[config.mk]
export PLATFORM = sky130hd
export DESIGN_NAME = talanquera_ctrl
export DESIGN_NICKNAME = d
export VERILOG_FILES = /design/src/rtl/talanquera_ctrl.sv
export SDC_FILE = /design/constraint.sdc
export NUM_CORES = 1
export LEC_CHECK = 0
export BUFFER_PORTS_ARGS = -buffer_cell sky130_fd_sc_hd__buf_2
export CAP_MARGIN = 20
export CORE_MARGIN = 2
export CORE_UTILIZATION = 30
export CTS_CLUSTER_DIAMETER = 40
export CTS_CLUSTER_SIZE = 24
export DETAILED_ROUTE_END_ITERATION = 6
export PLACE_DENSITY = 0.47
export SYNTH_ARGS = -nofsm -noshare
export SYNTH_HDL_FRONTEND = slang
export SYNTH_SLANG_ARGS = --single-unit
[constraint.sdc]
create_clock -name clk -period 2.7 [get_ports clk]
set_clock_uncertainty 0.1 [all_clocks]
set_input_delay 0.27 -clock clk [delete_from_list [all_inputs] [get_ports clk]]
set_output_delay 0.27 -clock clk [all_outputs]
set_load 0.01 [all_outputs]
[src/rtl/talanquera_ctrl.sv]
// Exit-barrier sequencer: queues paid exit grants from the payment FSM and runs the
// barrier motor through open / wait-for-vehicle / confirm-clear / close, reopening on obstruction.
module talanquera_ctrl #(
  parameter int unsigned OPEN_CYCLES  = 8,
  parameter int unsigned CLOSE_CYCLES = 8,
  parameter int unsigned PASS_TIMEOUT = 64,
  parameter int unsigned CLEAR_HOLD   = 4
) (
  input  logic       clk,
  input  logic       reset,
  input  logic       pago_ok,
  input  logic       sensor,
  output logic       motor_abrir,
  output logic       motor_cerrar,
  output logic       talanquera,
  output logic [1:0] pendientes,
  output logic       desborde,
  output logic       timeout,
  output logic       reabre,
  output logic [7:0] salidas,
  output logic [2:0] estado
);

  typedef enum logic [2:0] {
    IDLE       = 3'd0,
    OPENING    = 3'd1,
    OPEN_WAIT  = 3'd2,
    PASSING    = 3'd3,
    CLEAR_WAIT = 3'd4,
    CLOSING    = 3'd5
  } state_t;

  // The timer counts cycles already spent in the current state, so each limit is N-1.
  localparam logic [7:0] OPEN_LAST  = 8'(OPEN_CYCLES - 1);
  localparam logic [7:0] CLOSE_LAST = 8'(CLOSE_CYCLES - 1);
  localparam logic [7:0] PASS_LAST  = 8'(PASS_TIMEOUT - 1);
  localparam logic [7:0] HOLD_LAST  = 8'(CLEAR_HOLD - 1);

  state_t     state, next_state;
  logic [7:0] timer;
  logic       consume, timeout_evt, reabre_evt, exit_evt;

  always_ff @(posedge clk or posedge reset) begin
    if (reset) begin
      state <= IDLE;
      timer <= 8'd0;
    end else begin
      state <= next_state;
      if (next_state != state)
        timer <= 8'd0;
      else if (timer != 8'hFF)
        timer <= timer + 8'd1;
    end
  end

  always_comb begin
    next_state  = state;
    consume     = 1'b0;
    timeout_evt = 1'b0;
    reabre_evt  = 1'b0;
    exit_evt    = 1'b0;
    case (state)
      IDLE: begin
        if (pago_ok || pendientes != 2'd0) begin
          next_state = OPENING;
          consume    = 1'b1;
        end
      end
      OPENING:
        if (timer == OPEN_LAST) next_state = OPEN_WAIT;
      OPEN_WAIT: begin
        if (!sensor) begin
          next_state = PASSING;
        end else if (timer == PASS_LAST) begin
          next_state  = CLOSING;
          timeout_evt = 1'b1;
        end
      end
      PASSING:
        if (sensor) next_state = CLEAR_WAIT;
      CLEAR_WAIT: begin
        if (!sensor) begin
          next_state = PASSING;
        end else if (timer == HOLD_LAST) begin
          next_state = CLOSING;
          exit_evt   = 1'b1;
        end
      end
      CLOSING: begin
        // An obstruction always wins, even on the last closing cycle.
        if (!sensor) begin
          next_state = OPENING;
          reabre_evt = 1'b1;
        end else if (timer == CLOSE_LAST) begin
          next_state = IDLE;
        end
      end
      default: next_state = IDLE;
    endcase
  end

  // A pago_ok arriving on the same edge a grant is consumed cancels out instead of dropping.
  always_ff @(posedge clk or posedge reset) begin
    if (reset) begin
      pendientes <= 2'd0;
      salidas    <= 8'd0;
      desborde   <= 1'b0;
      timeout    <= 1'b0;
      reabre     <= 1'b0;
    end else begin
      if (consume) begin
        if (!pago_ok) pendientes <= pendientes - 2'd1;
      end else if (pago_ok && pendientes != 2'd3) begin
        pendientes <= pendientes + 2'd1;
      end
      desborde <= pago_ok && !consume && (pendientes == 2'd3);
      timeout  <= timeout_evt;
      reabre   <= reabre_evt;
      if (exit_evt) salidas <= salidas + 8'd1;
    end
  end

  always_comb begin
    motor_abrir  = (state == OPENING);
    motor_cerrar = (state == CLOSING);
    talanquera   = (state == OPEN_WAIT) || (state == PASSING) || (state == CLEAR_WAIT);
    estado       = state;
  end

endmodule

==> flow_summary.json <==
{
  "status": "complete, no violations",
  "rsz0062_at_grt": "false",
  "period_share_pct": 84.8,
  "ys_seq_elements": 24,
  "nets": 164,
  "cts_made_buffers": 3,
  "final_max_slew_viol_count": 0,
  "fp.dieW_um": 70.4,
  "cts.sinks": 24,
  "antenna_found_initial": 0,
  "die_area_um2": 4960,
  "fin_crit_ps": 2290,
  "track_usage_pct": 11.2,
  "irDropWorstVdd_mv": 0.322,
  "cpMaxStageDelayCell": "mux2i_2",
  "regArea_um2": 601,
  "synth_xor_area_share_pct": 6.62,
  "hold_depth": 2,
  "dr.pass1.iters": 4,
  "cp.required_ps": 2730,
  "vias_per_cell": 4.97,
  "multi_input_area_um2": 674,
  "synth_simple_gate_area_share_pct": 28.2,
  "use_met1_pct": 16.7,
  "drtIter0Drc": 85,
  "criticalPathCategory": "flop to flop",
  "setup_tns_ps": 0,
  "reg2regPathDepth": 7,
  "grt_max_degree": 25,
  "ys_types": 40,
  "gp_congestion": 0.764,
  "drive_above_1_share_pct": 26.8,
  "wirelength_um": 2610,
  "busiest_layer": "met1",
  "synthAdderAreaFrac_pct": 1.89,
  "tightest_slew_ps": 520,
  "port_buffers": 22,
  "yosys_warnings": 0,
  "seq_area_frac_synth_pct": 45.4,
  "clk_path_buf_depth": 2,
  "design.core.area_um2": 4290,
  "num_antenna_cells": 0,
  "cp-end-kind": "flop",
  "use_met2_pct": 16.0,
  "startpoint_type": "flop",
  "cp.arrival_ps": 2320,
  "syn_inst": 133,
  "worst_slack_ps": 411,
  "clk_pin_slew_ps": 90,
  "ios": 23,
  "maxCapViolCount": 0,
  "wl_per_cell_um": 12.5,
  "synth.area.mux_share_pct": 2.65,
  "num_vias": 1038,
  "syn_nets": 139,
  "syn2layout_area_growth_pct": 20.3,
  "clock_latency_ps": 270,
  "detail-route-antenna-nets": 0,
  "start_util_pct": 30.8,
  "hold_class": "primary input to flop",
  "worstPathMaxFanout": 8,
  "p_per_area_nw_per_um2": 836,
  "final_common_cell": "dfrtp_1",
  "synth-compound-area-share_pct": 11.6,
  "relSlewSlack_pct": 64.7,
  "setup_violations": 0,
  "dp_hpwl_um": 1850,
  "syn_area_um2": 1320,
  "grt_pass1_wl_um": 4510,
  "cts_root_buffer": "clkbuf_8",
  "power.leakage_nw": 0.722,
  "fmax_ghz": 0.437,
  "die_h_um": 70.4,
  "cp_cell_sequence": "ha_1 -> nand2_1 -> o41ai_1 -> buf_4 -> a2111oi_4 -> mux2i_2 -> nor4_1",
  "dp_slack_ps": 413,
  "synth_top_family_by_area": "simple AND/OR/NAND/NOR gates",
  "post_cts_buffers": 0,
  "cts_tree": "yes",
  "gr-usage-met3_pct": 3.17,
  "layout_common_cells": "dfrtp_1 (24), buf_2 (22), nor2_1 (14)",
  "row_count": 24,
  "grt_pass1_vias": 913,
  "hold_viol_final": 0,
  "drcViolationCount": 0,
  "cpPeakStageDelay_ps": 540,
  "whs_ps": 192,
  "nFillCells": 429,
  "grt.overflow.total": 0,
  "syn_avg_cell_area_um2": 9.95,
  "cts_htree_levels": 1
}
-- worst max-delay path: cells and delay by family, from the launching register on --
family	cells	cell delay [ps]
multiplexers	1	540
buffers and inverters	1	150
AND/OR/NAND/NOR	2	260
AO/OA/AOI/OAI	2	430
adder cells (fa/ha/maj)	1	250
flip-flops	1	420
-- cells in the mapped netlist --
cell type	n	share of area [%]
a211oi_1	2	1.1
and2_1	1	0.47
mux2i_1	1	0.76
and3_1	3	1.4
xor2_1	4	2.6
and3_4	1	0.85
or4b_4	1	1.0
or3_1	1	0.47
buf_2	3	1.1
mux2_2	1	0.85
and4bb_2	1	0.95
a2111oi_2	1	1.1
nor2b_1	3	1.4
nor2_1	14	4.0
buf_4	1	0.57
a21boi_0	1	0.57
nand3_1	4	1.5
o21ai_0	5	1.9
o22ai_1	1	0.47
a31oi_1	1	0.47
and4_2	1	0.76
o41ai_1	1	0.66
nor4_4	1	1.6
nor4_1	4	1.9
ha_1	2	1.9
nand2_1	6	1.7
nand2b_1	2	0.95
nand4_2	1	0.95
clkbuf_1	2	0.57
mux2i_2	1	1.0
inv_1	5	1.4
a21oi_1	7	2.6
nand2b_2	2	1.3
xnor2_1	6	4.0
or3_4	1	0.85
a2111oi_4	1	2.1
a21boi_1	1	0.57
nand4_1	4	1.9
dfrtp_1	24	45
nor3_1	11	4.2
-- what timing repair did --
action,in CTS,in global routing
endpoints found under the setup margin,0,0
hold buffers,0,1
gates resized for setup,0,0
endpoints found under the hold margin,0,24
-- routing by layer --
metal  vias up  wire (um)
li1        524          -
met1       496       1350
met2        16       1150
met3         2        106
met4         0         11
met5         -          0
-- metrics by stage --
step | util, % | cell area (um2) | total power, mW | instances
after floorplan | - | 1320 | 0.877 | 133
after global placement | 34.6 | 1480 | 1.01 | 203
after detailed placement | 34.6 | 1480 | 1.02 | 203
after CTS | 36.2 | 1560 | 1.34 | 207
after global routing | 37.1 | 1590 | 1.43 | 209
final | 37.1 | 1590 | 1.33 | 209
-- kinds of logic after synthesis --
kind of cell               count (synthesis)
adders and majority gates                  2
muxes                                      3
xor gates and xnor gates                  10
DFF                                       24
and+or+nand+nor                           62
AOI/OAI and AO/OA                         21
buffers and inverters                     11
-- flip-flops by register name, summed over array words and instances, names as in the netlist --
name,flops
estado,3
timeout,1
reabre,1
desborde,1
timer,8
salidas,8
pendientes,2
-- final timing paths --
path	start	to	slack, ps
max reg2reg	timer[0]	timer[7]	410
max	timer[0]	timer[7]	410
max in group asynchronous	reset	timer[5]	1830
min	sensor	reabre	190
min in group asynchronous	reset	desborde	310
min reg2reg	salidas[7]	salidas[7]	370
-- power breakdown --
| part | switching, mW | leakage [nW] | internal [mW] |
|---|---|---|---|
| clock | 0.121 | 0.0357 | 0.198 |
| combinational | 0.283 | 0.371 | 0.216 |
| sequential | 0.0978 | 0.315 | 0.415 |
| total | 0.502 | 0.722 | 0.829 |
-- final cells by class --
cell class | instances | area share (%)
multi-input cells | 98 | 42.3
flip-flops and latches | 24 | 37.7
repair buffers | 26 | 10.2
well taps | 52 | 4.08
clock buffers | 3 | 2.59
clock inverters | 1 | 1.89
inverters | 5 | 1.18
Power figures use the tool's default switching activity.
